## config.mk

```make
export PLATFORM = sky130hd
export DESIGN_NAME = ring_counter_param
export DESIGN_NICKNAME = d
export VERILOG_FILES = /design/src/rtl/ring_counter_pkg.sv /design/src/rtl/ring_counter_param_stage.sv /design/src/rtl/ring_counter_param.sv
export SDC_FILE = /design/constraint.sdc
export NUM_CORES = 1
export LEC_CHECK = 0
export BUFFER_PORTS_ARGS = -buffer_cell sky130_fd_sc_hd__buf_2
export CAP_MARGIN = 0
export CORE_MARGIN = 4
export CORE_UTILIZATION = 44
export CTS_CLUSTER_DIAMETER = 120
export DETAILED_ROUTE_END_ITERATION = 10
export HOLD_SLACK_MARGIN = 0.06
export PLACE_DENSITY_LB_ADDON = 0.25
export SLEW_MARGIN = 20
export SYNTH_ARGS = -nofsm -noshare
export SYNTH_HDL_FRONTEND = slang
export SYNTH_SLANG_ARGS = --single-unit
```

## constraint.sdc

```tcl
create_clock -name clk -period 1.2 [get_ports clk]
set_input_delay 0.06 -clock clk [delete_from_list [all_inputs] [get_ports clk]]
set_output_delay 0.06 -clock clk [all_outputs]
set_load 0.005 [all_outputs]
```

## src/rtl/ring_counter_pkg.sv

```systemverilog
// ring_counter_pkg
//   Shared constants and helpers for the parametrised ring / Johnson counter.
//   MODE_* selects the ring flavour; DIR_* selects the shift direction.
//   seed()     : reset/restart pattern for a mode at a given width.
//   is_legal() : true when a state belongs to the mode's normal cycle.
//   Helpers operate on MAX_W-bit vectors; callers cast their WIDTH-bit
//   values in and out, so WIDTH must not exceed MAX_W.
package ring_counter_pkg;

  localparam logic MODE_RING    = 1'b0;
  localparam logic MODE_JOHNSON = 1'b1;
  localparam logic DIR_UP       = 1'b0;  // toward MSB
  localparam logic DIR_DN       = 1'b1;  // toward LSB
  localparam int   MAX_W        = 64;

  function automatic logic [MAX_W-1:0] seed(input logic mode, input int width);
    seed = '0;
    if (mode == MODE_RING && width > 0) seed[0] = 1'b1;
  endfunction

  // Ones-mask of the low k bits, saturating at MAX_W.
  function automatic logic [MAX_W-1:0] low_mask(input int k);
    if (k >= MAX_W) low_mask = '1;
    else            low_mask = (64'd1 << k) - 64'd1;
  endfunction

  // Ring: exactly one bit set.  Johnson: a run of ones anchored at the LSB
  // or at the MSB (the run anchored at the MSB is the complement of an
  // LSB-anchored run within the width).
  function automatic logic is_legal(input logic mode, input int width,
                                    input logic [MAX_W-1:0] v);
    logic [MAX_W-1:0] wmask;
    logic [MAX_W-1:0] inv;
    int               cnt;
    is_legal = 1'b0;
    wmask    = low_mask(width);
    inv      = ~v & wmask;
    cnt      = 0;
    if (mode == MODE_RING) begin
      for (int i = 0; i < width; i++)
        if (v[i]) cnt++;
      is_legal = (cnt == 1);
    end else begin
      for (int k = 0; k <= width; k++)
        if (v == low_mask(k) || inv == low_mask(k)) is_legal = 1'b1;
    end
  endfunction

endpackage

```

## src/rtl/ring_counter_param_stage.sv

```systemverilog
// ring_stage
//   One flop of the ring. Priority: rst > ld > en > hold.
//   clk     : rising-edge clock
//   rst     : synchronous reset, active-high; loads rst_val
//   rst_val : this bit of the seed pattern
//   ld      : force load of ld_val (parallel load, mode restart, correction)
//   ld_val  : value for ld
//   en      : take d (shifted neighbour) this cycle
//   d       : next value from the shift network
//   q       : stage output
module ring_stage (
  input  logic clk,
  input  logic rst,
  input  logic rst_val,
  input  logic ld,
  input  logic ld_val,
  input  logic en,
  input  logic d,
  output logic q
);

  always_ff @(posedge clk) begin
    if (rst)     q <= rst_val;
    else if (ld) q <= ld_val;
    else if (en) q <= d;
  end

endmodule

```

## src/rtl/ring_counter_param.sv

```systemverilog
// ring_counter_param
//   Parametrised synchronous ring / Johnson counter with enable, direction,
//   parallel load, registered step index (pos), wrap strobe and optional
//   illegal-state self-correction.
//   Macro RING_SELF_CORRECT_EN: when defined, an enabled step from an
//   illegal state restarts at the seed and pulses err; when undefined,
//   err is tied low and no detector is built.
//   Ports:
//     clk, rst        : clock, synchronous active-high reset
//     en, dir, mode   : step enable, 0=toward MSB / 1=toward LSB, 0=ring / 1=Johnson
//     load, load_val  : parallel load strobe and value
//     q               : counter state
//     pos             : step index since seed, modulo period (W or 2W)
//     wrap            : pulse after a step that returned q to seed
//     err             : pulse after an illegal state was corrected
module ring_counter_param
  import ring_counter_pkg::*;
#(
  parameter  int WIDTH = 4,
  localparam int POS_W = $clog2(2*WIDTH)
) (
  input  logic             clk,
  input  logic             rst,
  input  logic             en,
  input  logic             dir,
  input  logic             mode,
  input  logic             load,
  input  logic [WIDTH-1:0] load_val,
  output logic [WIDTH-1:0] q,
  output logic [POS_W-1:0] pos,
  output logic             wrap,
  output logic             err
);

  logic             mode_q;
  logic             mode_chg;
  logic             step;
  logic             corr;
  logic             ld;
  logic [WIDTH-1:0] seed_v;
  logic [WIDTH-1:0] nxt;
  logic [WIDTH-1:0] ld_v;
  logic [POS_W-1:0] last;
  logic [POS_W-1:0] pos_nxt;

  // Seed follows the mode input so reset and mode restarts land on the
  // pattern of the mode being entered.
  assign seed_v   = WIDTH'(seed(mode, WIDTH));
  assign mode_chg = (mode != mode_q);
  assign step     = en & ~load & ~mode_chg;
  assign ld       = load | mode_chg | corr;
  assign ld_v     = load ? load_val : seed_v;
  assign last     = (mode_q == MODE_JOHNSON) ? POS_W'(2*WIDTH-1) : POS_W'(WIDTH-1);

  // Johnson feedback is the ring feedback inverted; mode_q is 1 for Johnson.
  always_comb begin
    if (dir == DIR_UP) nxt = {q[WIDTH-2:0], q[WIDTH-1] ^ mode_q};
    else               nxt = {q[0] ^ mode_q, q[WIDTH-1:1]};
  end

  always_comb begin
    pos_nxt = pos;
    if (dir == DIR_UP) pos_nxt = (pos == last)     ? '0   : pos + POS_W'(1);
    else               pos_nxt = (pos == '0)       ? last : pos - POS_W'(1);
  end

  for (genvar i = 0; i < WIDTH; i++) begin : g_stage
    ring_stage u_stage (
      .clk     (clk),
      .rst     (rst),
      .rst_val (seed_v[i]),
      .ld      (ld),
      .ld_val  (ld_v[i]),
      .en      (en),
      .d       (nxt[i]),
      .q       (q[i])
    );
  end

  // mode_q tracks mode every cycle; a mode change coinciding with a load is
  // absorbed by the load (load has priority and defines the new state).
  always_ff @(posedge clk) begin
    mode_q <= mode;
    if (rst) begin
      pos  <= '0;
      wrap <= 1'b0;
    end else begin
      wrap <= 1'b0;
      if (ld)
        pos <= '0;
      else if (step) begin
        pos  <= pos_nxt;
        wrap <= (nxt == seed_v);
      end
    end
  end

`ifdef RING_SELF_CORRECT_EN
  assign corr = step & ~is_legal(mode_q, WIDTH, MAX_W'(q));

  always_ff @(posedge clk) begin
    if (rst) err <= 1'b0;
    else     err <= corr;
  end
`else
  assign corr = 1'b0;
  assign err  = 1'b0;
`endif

endmodule

```

After elaboration in Yosys (flattened, before gate mapping)
Cells that the tools add are included.
{"block": "word_totals", "regBits": 9, "input_bits": 10, "output_inout_bits": 9, "elab_cells": 41}
{"block": "op_classes", "add_sub_neg": 2, "n_eq_ne": 3, "muxes": 16, "bitwise_logic": 8, "n_reduce_logical": 5}
{"operator": "$mux W3", "count": 4}
{"operator": "$mux W1", "count": 10}
{"operator": "$mux W4", "count": 2}
{"operator": "$eq A4 B1 Y1", "count": 1}
{"operator": "$add A3 B1 Y3 const B", "count": 1}
{"operator": "$eq A3 B3 Y1", "count": 1}
{"operator": "$logic_not A3 Y1", "count": 1}
{"operator": "$not A1 Y1", "count": 3}
{"operator": "$reduce_bool A3 Y1", "count": 1}
{"operator": "$reduce_or A3 Y1", "count": 1}
{"operator": "$sub A3 B1 Y3 const B", "count": 1}
{"operator": "$and A1 B1 Y1", "count": 2}
{"operator": "$reduce_bool A2 Y1", "count": 1}
{"operator": "$reduce_or A2 Y1", "count": 1}
{"operator": "$xor A1 B1 Y1", "count": 2}
{"operator": "$ne A1 B1 Y1", "count": 1}
{"operator": "$or A1 B1 Y1", "count": 1}

Logic depth before layout (Yosys ltp)
Gate-level depths: netlist of run 1.
{"block": "logic_depth", "word_depth": 5, "ltp_mapped": 6}

Modules after synthesis
A second synthesis of run 1 with hierarchy kept.
{"block": "unflattened", "cells_unflattened": 82, "area_unflattened_um2": 708.2}
{"module": "ring_counter_param", "n_inst": 1, "cells_each": 62, "area_each_um2": 488.0, "seq_area_each_um2": 100.1}
{"module": "ring_stage", "n_inst": 4, "cells_each": 5, "area_each_um2": 55.1, "seq_area_each_um2": 30.0}

Worst setup path before layout of run 1
No wires, ideal clock.
{"block": "synth_timing", "kind": "register to register", "from": "register mode_q", "to": "register g_stage[0].u_stage.q, enable pin", "setup_ns": 0.254, "t_arrival_ns": 0.997, "t_required_ns": 0.946, "path_slack_ns": -0.051, "path_stages_with_launch": 5, "period_less_slack_ns": 1.251, "path_cell_list": "dfxtp_1 > buf_6 > xnor2_2 > nand2_1 > or3_1"}
{"block": "synth_via", "elab_chain_cells": 3}
{"item": "start: declaration", "line_no": "ring_counter_param.sv:35", "source": "logic mode_q;"}
{"item": "start signal: assignment", "line_no": "ring_counter_param.sv:83", "source": "mode_q <= mode;"}
{"item": "$ne A1 B1 Y1", "line_no": "ring_counter_param.sv:49", "source": "assign mode_chg = (mode != mode_q);"}
{"item": "$or A1 B1 Y1", "line_no": "ring_counter_param.sv:51", "source": "assign ld = load | mode_chg | corr;"}
{"item": "$reduce_bool A3 Y1 (no source line)"}
{"item": "end signal: assignment", "line_no": "ring_counter_param_stage.sv:23", "source": "if (rst) q <= rst_val;"}
{"item": "end signal: assignment", "line_no": "ring_counter_param_stage.sv:24", "source": "else if (ld) q <= ld_val;"}
{"item": "end: declaration", "line_no": "ring_counter_param_stage.sv:19", "source": "output logic q"}
Every way passes these cells.
A chain may end at the register's enable or synchronous reset.

Worst setup path in the final report of run 1
{"block": "layout_timing", "from": "register g_stage[0].u_stage.q", "to": "register g_stage[1].u_stage.q"}
{"block": "layout_via", "elab_chain_cells": 3}
{"item": "$mux W4", "line_no": "ring_counter_param.sv:57", "source": "if (dir == DIR_UP) nxt = {q[WIDTH-2:0], q[WIDTH-1] ^ mode_q};"}
{"item": "$mux W1", "line_no": "ring_counter_param_stage.sv:25", "source": "else if (en) q <= d;"}
{"item": "$mux W1", "line_no": "ring_counter_param_stage.sv:24"}
{"item": "end signal: assignment", "line_no": "ring_counter_param_stage.sv:23"}
{"item": "end signal: assignment", "line_no": "ring_counter_param_stage.sv:24"}
{"item": "end: declaration", "line_no": "ring_counter_param_stage.sv:19"}
Every way passes these cells. The select of a mux whose other input is x is not followed.

==> metrics.md, run 1 <==
| Metric | Value |
|---|---|
| Antenna violations before repair | 0 |
| Metal3 WL | 122 um |
| Total number of vias | 650 |
| RSZ-0062 raised after global routing | true |
| Most frequent cell after synthesis | nor3_1 |
| R2R depth | 5 |
| Starting density of the core | 48.90% |
| Commonest cells in the netlist | nor3_1 (9), dfxtp_1 (8), inv_1 (7) |
| Die X-Extent | 46.97 um |
| Reg2reg end | g_stage[1].u_stage.q$_SDFFE_PP0P_ |
| Via-to-Cell Ratio | 5.462 |
| Num ports | 19 |
| Net count, final | roughly 120 |
| Ys async rst share | 0% |
| Post-Syn Nets | 93 |
| Worst r2r src | g_stage[0].u_stage.q$_DFFE_PP_ |
| Core box area | approximately 1400 um^2 |
| Sink of the worst hold path | g_stage[3].u_stage.q$_SDFFE_PP0P_ |
| Die area | approximately 2200 um^2 |
| Final Slew Violations | 0 |
| Clock share of power | 31.0% |
| Layout cells sized above 1 | between 40 and 50% |
| Die Ht | 46.97 um |
| CTS tree | yes |
| Hold depth | 3 |
| IO Port Bufs | 17 |
| DRT Wirelength | 1615 um |
| Net Sw Frac | 30.48% |
| Num Clock Sinks | 9 |
| Max_cap viols | 0 |
| Hold_sp | load_val[3] |
| Routed WL per cell | 13.57 um |
| RD Place Congestion | 0.8160 |
| Final TNS setup | 0 ns |
| P_sw | ~0.00025 W |
| Endpoints failing setup | 0 |
| Pre-CTS WS | -0.01831 ns |
| CP endpoint kind | register |
| Clk slew on worst S/H paths | 0.07 ns |
| Post-route ant nets | 0 |
| Hold Crit Class | primary input to register |
| Syn Inst Count | 80 |
| Sequential Power Share | 42.3% |
| N_diodes | 0 |
| Clk_skew | between 0.002 and 0.003 ns |
| Post-synth EDFFs | 1 |
| Drt pass-1 iters | 4 |
| Synth-to-layout area growth | 28.65% |
| Final Hold Vio Count | 0 |
| Internal power | 0.0005634 W |
| Post-synthesis cell type count | 32 |
| Top post-synthesis cells by area | dfxtp_1 (24%), nor3_1 (6.7%), buf_4 (5.6%), ha_1 (5.6%), mux2i_1 (4.5%) |
| R2R Setup Slk | 0.02 ns |
| Share of the synthesized area in the top cell type | 23.97% |
| VDD IR max | around 0.0007 V |
| Non-filler cells in the finished layout | between 100 and 150 |
| DRC Markers | 0 |
| Status | completed |
| Cts bufs inserted | 3 |
| CP Data Arrival Time | 1.34 ns |
| Fmax | around 850 MHz |
| Vias in the first global route | roughly 610 |
| P_leak | about 0.39 nW |
| Mapped cell area | 668.1 um^2 |
| CP Data Required Time | 1.36 ns |
| Ys flop type | dfxtp_1 |
| Gr usage total | 16.72% |
| Met1 Wirelength | 784 um |
| Final Cycle Share | 98.39% |
| YS warnings | 0 |
| Mean post-synth cell area | 8.352 um^2 |
| Pin count of the biggest net entering global routing | 14 |
| Max Root-Sink Buffers | 2 |
| Final WS setup | 0.01932 ns |
| Worst setup path class | register to register |
| Crit path launch type | register |
| Logic pwr share | a little over a quarter |
| Area leader, netlist | dfxtp_1 |
| Site Rows | 13 |
| First-pass GRT wire length | 2566 um |
| Critical path peak fanout | 3 |
| Placed Instances | around 110 |
| Grt ovf | 0 |
| Seq cells post-synth | 9 |
| DR top layer | met4 |
| # H-tree levels | 1 |
| DP HPWL | 1108 um |
| Seq/Total Area, Yosys | 28.46% |
| Pwr Density | 942.9 nW/um^2 |
| Met2 wirelength from detailed routing | 667 um |
| Clock tree root buffer cell | clkbuf_4 |
| Drt initial violations | 14 |
| Fin crit period | about 1.2 ns |
| Skew-Pair Late Insertion Delay | 0.27 ns |
[stage by stage]
| step | cell area, um^2 | hold WS, ns | total power, W | utilization, % |
|---|---|---|---|---|
| final | 859.6 | 0.09555 | 0.0008105 | 62.91 |
| after global routing | 859.6 | 0.1189 | 0.0008526 | 62.91 |
| after CTS | 840.8 | 0.1249 | 0.0008015 | 61.54 |
| after detailed placement | 777.0 | 0.2827 | 0.0005415 | 56.87 |
| after global placement | 777.0 | 0.2801 | 0.0005398 | 56.87 |
| after floorplan | 669.4 | 0.08772 | 0.0004804 | - |
[worst max-delay path, stage by stage (launching register included)]
cell	delay, ns
edfxtp_1	0.42
buf_4	0.16
mux2i_1	0.12
nand2_1	0.10
a22oi_1	0.20
nor3_1	0.06
[power groups by stage]
stage	Sequential [W]	Clock, W	Combinational, W
after floorplan	0.000345	0	0.000135
after global placement	0.000347	0	0.000193
after detailed placement	0.000348	0	0.000194
after CTS	0.000342	0.000256	0.000204
after global routing	0.000345	0.000269	0.000239
final	0.000343	0.000252	0.000216
[cells by family after synthesis]
family | synth area share, %
compound gates | 20.04
flops | 28.46
mux | 4.495
fa+ha+maj | 5.619
buf+inv | 13.48
xor+xnor | 6.368
simple gates | 20.98
other cells | 0.5613
[flip-flops by register name (all words and copies together) (netlist names)]
| name | count |
|---|---|
| g_stage.u_stage.q | 4 |
| mode_q | 1 |
| pos | 3 |
| wrap | 1 |
[metal layers]
layer / vias up / global-route usage (%)
li1: 323 / -
met1: 301 / 23.91
met2: 20 / 22.49
met3: 6 / 4.598
met4: 0 / 8.840
met5: - / 0
[worst max-delay path by stage]
stage                                    from                                 to  cells past startpoint
2_1_floorplan                  mode_q$_DFF_P_     g_stage[0].u_stage.q$_DFFE_PP_                      4
3_3_place_gp                   mode_q$_DFF_P_  g_stage[3].u_stage.q$_SDFFE_PP0P_                      5
3_5_place_dp              pos[0]$_SDFFE_PP0P_                pos[2]$_SDFFE_PP0P_                      6
4_1_cts                   pos[0]$_SDFFE_PP0P_                pos[2]$_SDFFE_PP0P_                      6
5_1_grt        g_stage[0].u_stage.q$_DFFE_PP_  g_stage[1].u_stage.q$_SDFFE_PP0P_                      5
6_report       g_stage[0].u_stage.q$_DFFE_PP_  g_stage[1].u_stage.q$_SDFFE_PP0P_                      5
[layout by cell type (no fill, tap or decap), types with 2 or more instances in the layout]
master	synthesis	final
nand2_1	5	5
inv_1	7	5
nor3_1	9	9
buf_2	0	17
dfxtp_2	0	2
o211ai_1	4	4
dlygate4sd3_1	0	2
buf_4	5	8
a21oi_1	4	4
mux2i_1	3	3
a22oi_1	4	2
inv_2	0	2
clkbuf_4	0	3
ha_1	3	2
dfxtp_1	8	5
nor2_1	3	3
xnor2_1	3	3
a22oi_2	0	2
nand2b_1	2	2
[repair_timing]
item,CTS,global route
setup endpoints to repair,3,9
resized for setup,5,6
gates cloned,0,0
pin swaps,5,5
endpoints found under the hold margin,4,0
hold buffers,2,0
setup buffers,1,0
[area by class of cell]
cell class	count	area [um^2]
clock buffers	4	26.28
fillers	132	506.7
inverters	7	26.28
multi-input cells	56	415.4
flip-flops and latches	9	196.4
well taps	15	18.77
repair buffers	28	176.4
Note: power is estimated with default switching activity, not from simulation.
==> run 2, diff against run 1 <==
Settings changed: ABC_AREA from default to 1, CORE_UTILIZATION 44 to 45, GPL_TIMING_DRIVEN from default to 0.
==> metrics.md, run 2 <==
| Metric | Value |
|---|---|
| Regs by FF count | g_stage.u_stage.q: 4 flops, pos: 3 flops |
| # H-tree levels | 1 |
| Final Slew Violations | 0 |
| Post-Syn Nets | 130 |
| Core box area | 1506 um^2 |
| Via-to-Cell Ratio | 5.051 |
| Ys flop type | dfxtp_1 |
| RD Place Congestion | a little under 0.9 |
| Post-synth EDFFs | 1 |
| Worst setup path class | primary input to register |
| Pin count of the biggest net entering global routing | 10 |
| Drt initial violations | 18 |
| Layout cells sized above 1 | 28.57% |
| Syn Inst Count | 117 |
| CTS tree | yes |
| Total power | ~0.00081 W |
| Most frequent cells in the layout | nand2_1 (35), nor2_1 (16), buf_2 (16), o21ai_0 (10) |
| Post-synthesis cell type count | 23 |
| Die X-Extent | 48.16 um |
| Clk slew on worst S/H paths | 0.07 ns |
| Seq/Total Area, Yosys | 26.21% |
| N_diodes | 0 |
| Drt pass-1 iters | 4 |
| IO Port Bufs | 16 |
| Num ports | 19 |
| Max Root-Sink Buffers | 2 |
| P_sw | ~0.00026 W |
| Worst r2r src | pos[0]$_SDFFE_PP0P_ |
| Die Ht | 48.16 um |
| Final Cycle Share | 95.61% |
| Gr usage total | 16.90% |
| Placed Instances | 149 |
| Critical path peak fanout | 6 |
| CP Data Arrival Time | 1.31 ns |
| Vias in the first global route | ~660 |
| First-pass GRT wire length | 2787 um |
| Final TNS setup | 0 ns |
| Fin crit period | 1.147 ns |
| Sequential Power Share | 42.6% |
| Commonest cells in the netlist | nand2_1 (35), nor2_1 (16), o21ai_0 (11) |
| Num Clock Sinks | 9 |
| Share of the synthesized area in the top cell type | 22.07% |
| Final Hold Vio Count | 0 |
| Status | completed |
| Most common cell after layout, fill and taps aside | nand2_1 |
| Clock share of power | 30.8% |
| Clk_skew | between 0.004 and 0.005 ns |
| Skew-Pair Late Insertion Delay | 0.27 ns |
| YS warnings | 0 |
| CP Data Required Time | 1.36 ns |
| Mean post-synth cell area | 6.203 um^2 |
| Total number of vias | about 800 |
| Clock tree root buffer cell | clkbuf_4 |
| RSZ-0062 raised after global routing | true |
| Logic pwr share | 26.6% |
| R2R depth | 8 |
| Hold depth | 3 |
| Ys async rst share | 0% |
| Fmax | 871.6 MHz |
| R2R Setup Slk | approximately 0.07 ns |
| Non-filler cells in the finished layout | around 160 |
| Net Sw Frac | 31.98% |
| Die area | 2319 um^2 |
| # fillers | between 150 and 200 |
| Top post-synthesis cells by area | dfxtp_1 (22%), nand2_1 (18%), nor2_1 (8.3%), o21ai_0 (7.6%), buf_4 (6.2%) |
| P_leak | 0.4645 nW |
| Area leader, netlist | dfxtp_1 |
| Grt ovf | 0 |
| Hold Crit Class | primary input to register |
| Final WS setup | around 0.053 ns |
| Fin util | 58.97% |
| Synth-to-layout area growth | 22.41% |
| Reg2reg end | pos[2]$_SDFFE_PP0P_ |
| Max_cap viols | 0 |
| Endpoints failing setup | 0 |
| Cts bufs inserted | 3 |
| Starting density of the core | 48.17% |
| Crit path launch type | primary input |
| Seq cells post-synth | 9 |
| Post-route ant nets | 0 |
| CP endpoint kind | register |
| Hold_sp | rst |
| Internal power | 0.0005476 W |
| Max reg flops | 4 |
| Most frequent cell after synthesis | nand2_1 |
| Mapped cell area | 725.7 um^2 |
| Pwr Density | roughly 910 nW/um^2 |
| Site Rows | 14 |
| Net count, final | 154 |
| VDD IR max | 0.0004435 V |
| Sink of the worst hold path | g_stage[3].u_stage.q$_SDFFE_PP0P_ |
| Antenna violations before repair | 0 |
| Most flops, register | g_stage.u_stage.q |
| Pre-CTS WS | -0.06742 ns |
| DRT Wirelength | 1747 um |
| DP HPWL | 1289 um |
| DRC Markers | 0 |
| Routed WL per cell | 11.20 um |
[run 2: final cells by class]
| cell class | count | area, um^2 | area share, % |
|---|---|---|---|
| multi-input combinational | 90 | 447.9 | 50.42 |
| sequential | 9 | 196.4 | 22.11 |
| timing repair buffer | 19 | 107.6 | 12.11 |
| buffer | 6 | 45.04 | 5.070 |
| inverter | 12 | 45.04 | 5.070 |
| clock buffer | 4 | 26.28 | 2.958 |
| tap | 16 | 20.02 | 2.254 |
[run 2: timing repair]
item | CTS | global route
hold endpoints to repair | 2 | 0
gates resized for setup | 1 | 7
pin swaps | 0 | 3
setup buffers | 0 | 1
setup endpoints to repair | 7 | 6
hold buffers | 2 | 0
[run 2: metal layers]
| layer | global-route usage (%) | part of all wire (%) | wire length, um |
|---|---|---|---|
| met3 | 4.428 | 7.6 | 132 |
| met1 | 24.00 | 47 | 823 |
| met5 | 0 | 0 | 0 |
| met4 | 4.839 | 0.63 | 11 |
| met2 | 25.00 | 45 | 780 |
[run 2: critical path, stage by stage]
cell	delay, ns
dlygate4sd3_1	0.53
buf_2	0.15
inv_1	0.13
nand4_1	0.18
o21ai_0	0.20
nor2_1	0.05
[run 2: logic make-up after synthesis]
| logic type | synth area share (%) |
|---|---|
| AOI/OAI and AO/OA | 13.96 |
| adders and majority gates | 5.173 |
| buffers and inverters | 12.41 |
| DFF | 26.21 |
| other | 0.5167 |
| and+or+nand+nor | 41.73 |
[run 2: worst max path at each step]
stage | startpoint | endpoint | slack [ns]
detailed placement | mode_q$_DFF_P_ | g_stage[1].u_stage.q$_SDFFE_PP0P_ | -0.07
global placement | mode_q$_DFF_P_ | g_stage[2].u_stage.q$_SDFFE_PP0P_ | -0.07
CTS | pos[0]$_SDFFE_PP0P_ | pos[1]$_SDFFE_PP0P_ | 0.01
finish | en | g_stage[2].u_stage.q$_SDFFE_PP0P_ | 0.05
floorplan | pos[0]$_SDFFE_PP0P_ | pos[1]$_SDFFE_PP0P_ | 0.1
global route | pos[0]$_SDFFE_PP0P_ | pos[0]$_SDFFE_PP0P_ | -0.01
[run 2: per-stage QoR]
step / area (um^2) / hold slack (ns)
4_1_cts: 873.3 / 0.08129
3_5_place_dp: 825.8 / 0.2449
6_report: 888.4 / 0.08097
2_1_floorplan: 725.7 / 0.08772
5_1_grt: 888.4 / 0.08935
3_3_place_gp: 825.8 / 0.2331
[run 2: power groups by stage]
| stage | Clock (W) | Combinational (W) | Sequential [W] |
|---|---|---|---|
| 6_report | 0.000248 | 0.000214 | 0.000343 |
| 4_1_cts | 0.000246 | 0.000209 | 0.000344 |
| 5_1_grt | 0.000266 | 0.000245 | 0.000345 |
| 3_3_place_gp | 0 | 0.000198 | 0.000350 |
| 2_1_floorplan | 0 | 0.000144 | 0.000345 |
| 3_5_place_dp | 0 | 0.000202 | 0.000350 |
==> run 3, diff against run 2 <==
Settings changed: PLACE_DENSITY from default to 0.78, PLACE_DENSITY_LB_ADDON 0.25 to default.
==> metrics.md, run 3 (synthesized netlist as in run 2, its figures left out) <==
| Metric | Value |
|---|---|
| Status | completed |
| Routed WL per cell | 10.99 um |
| Post-CTS Setup Bufs | 0 |
| Clk slew on worst S/H paths | 0.06 ns |
| Final Slew Violations | 0 |
| Gr usage total | 17.24% |
| Highest-delay cell along the critical path | dfxtp_4 |
| Crit path launch type | register |
| Fin util | between 50% and 60% |
| CP Data Required Time | 1.20 ns |
| Die X-Extent | 48.16 um |
| Total power | 0.0007962 W |
| Regs by FF count | g_stage.u_stage.q: 4 flops, pos: 3 flops |
| Num ports | 19 |
| DRC Markers | 0 |
| Antenna violations before repair | 0 |
| Clock tree root buffer cell | clkbuf_4 |
| Hold_sp | rst |
| Worst setup path class | register to register |
| Most flops, register | g_stage.u_stage.q |
| Post-route ant nets | 0 |
| CP Data Arrival Time | 1.11 ns |
| Fmax | around 900 MHz |
| Final Cycle Share | 92.67% |
| RSZ-0062 raised after global routing | false |
| Crit path buffers/inverters | 0 |
| Drt initial violations | 20 |
| Post-place instance area | 825.8 um^2 |
| Max_cap viols | 0 |
| Skew-Pair Late Insertion Delay | around 0.26 ns |
| Die area | 2319 um^2 |
| Vias in the first global route | 686 |
| Via-to-Cell Ratio | 5.019 |
| Core box area | 1506 um^2 |
| Hold depth | 3 |
| First-pass GRT wire length | about 2800 um |
| Drt pass-1 iters | 4 |
| R2R Setup Slk | 0.09 ns |
| Endpoints failing setup | 0 |
| Pin count of the biggest net entering global routing | 10 |
| Num Clock Sinks | 9 |
| Critical path cell sequence | a21oi_2, nor2_1, a21oi_1, o21ai_0 |
| CTS tree | yes |
| Grt ovf | 0 |
| Most common cell after layout, fill and taps aside | nand2_1 |
| Starting density of the core | between 40% and 50% |
| N_diodes | 0 |
| Worst r2r src | mode_q$_DFF_P_ |
| Pwr Density | approximately 900 nW/um^2 |
| Most frequent cells in the layout | nand2_1 (35), nor2_1 (16), buf_2 (16), o21ai_0 (8) |
| R2R depth | 4 |
| DP HPWL | 1322 um |
| CP endpoint kind | register |
| Die Ht | 48.16 um |
| Final Hold Vio Count | 0 |
| P_leak | 0.4593 nW |
| Crit path largest cell delay | between 0.3 and 0.4 ns |
| Site Rows | 14 |
| Stages on worst setup path | 4 |
| DRT Wirelength | 1703 um |
| Cts bufs inserted | 3 |
| RD Place Congestion | 0.8872 |
| # H-tree levels | 1 |
| Crit path max-delay family | compound AO/OA/AOI/OAI gates |
| Total number of vias | 778 |
| Hold Crit Class | primary input to register |
| Max reg flops | 4 |
| Critical path peak fanout | 7 |
| Clk_skew | 0.004381 ns |
| Net count, final | roughly 150 |
| Reg2reg end | g_stage[0].u_stage.q$_DFFE_PP_ |
| Fin crit period | 1.112 ns |
| Synth-to-layout area growth | 22.07% |
| IO Port Bufs | 16 |
| VDD IR max | approximately 0.00046 V |
| Layout cells sized above 1 | 29.50% |
| Cell area after layout | 885.9 um^2 |
| Max Root-Sink Buffers | 2 |
| Sink of the worst hold path | g_stage[3].u_stage.q$_SDFFE_PP0P_ |
[run 3: changes by cell type in the layout (fill, tap and decap cells not counted), sizes merged]
cell and delta:
buf -1
[run 3: worst min-delay path: cells and delay by family]
kind,cells,cell delay (ns)
AOI/OAI and AO/OA,1,0.10
buffers and inverters,1,0.10
and+or+nand+nor,1,0.04
[run 3: final cells by class]
class	instances	area [um^2]
buffer	6	45.04
clock buffer	4	26.28
tap	16	20.02
fill	145	620.6
inverter	12	45.04
multi-input combinational	90	452.9
timing repair buffer	18	100.1
sequential	9	196.4
[run 3: how the worst max path moves through the flow]
stage | slack (ns) | from | end
after floorplan | 0.1 | pos[0]$_SDFFE_PP0P_ | pos[1]$_SDFFE_PP0P_
after global placement | -0.04 | mode_q$_DFF_P_ | g_stage[2].u_stage.q$_SDFFE_PP0P_
after detailed placement | -0.07 | mode_q$_DFF_P_ | g_stage[0].u_stage.q$_DFFE_PP_
after CTS | 0.03 | pos[0]$_SDFFE_PP0P_ | pos[1]$_SDFFE_PP0P_
after global routing | 0.004 | mode_q$_DFF_P_ | g_stage[0].u_stage.q$_DFFE_PP_
final | 0.09 | mode_q$_DFF_P_ | g_stage[0].u_stage.q$_DFFE_PP_
[run 3: routing by layer]
metal | wire (um) | GRT usage, % | part of all wire [%] | up-vias
li1 | - | - | - | 415
met1 | 826 | 21.41 | 49 | 339
met2 | 782 | 29.17 | 46 | 22
met3 | 80 | 3.321 | 4.7 | 2
met4 | 14 | 6.452 | 0.82 | 0
met5 | 0 | 0 | 0 | -
[run 3: timing repair]
action / CTS / global route
hold endpoints to repair: 2 / 0
pin swaps: 0 / 2
hold buffers: 2 / 0
gates resized for setup: 1 / 10
setup endpoints to repair: 6 / 7
[run 3: stage by stage]
step                setup WS [ns]  cells  TNS [ns]  hold WS [ns]
floorplan                 0.09912    117         0       0.08772
detailed placement       -0.06641    149   -0.1836        0.2426
global placement         -0.04497    149   -0.1432        0.2359
CTS                       0.02646    155         0       0.07669
finish                    0.08791    155         0       0.08089
global route             0.003545    155         0       0.08689
[run 3: where the power goes]
| group | switching, W | internal [W] | leakage [nW] |
|---|---|---|---|
| registers | 0.0000225 | 0.000322 | 0.0776 |
| logic | 0.000116 | 0.0000959 | 0.367 |
| clock network | 0.000112 | 0.000128 | 0.0150 |
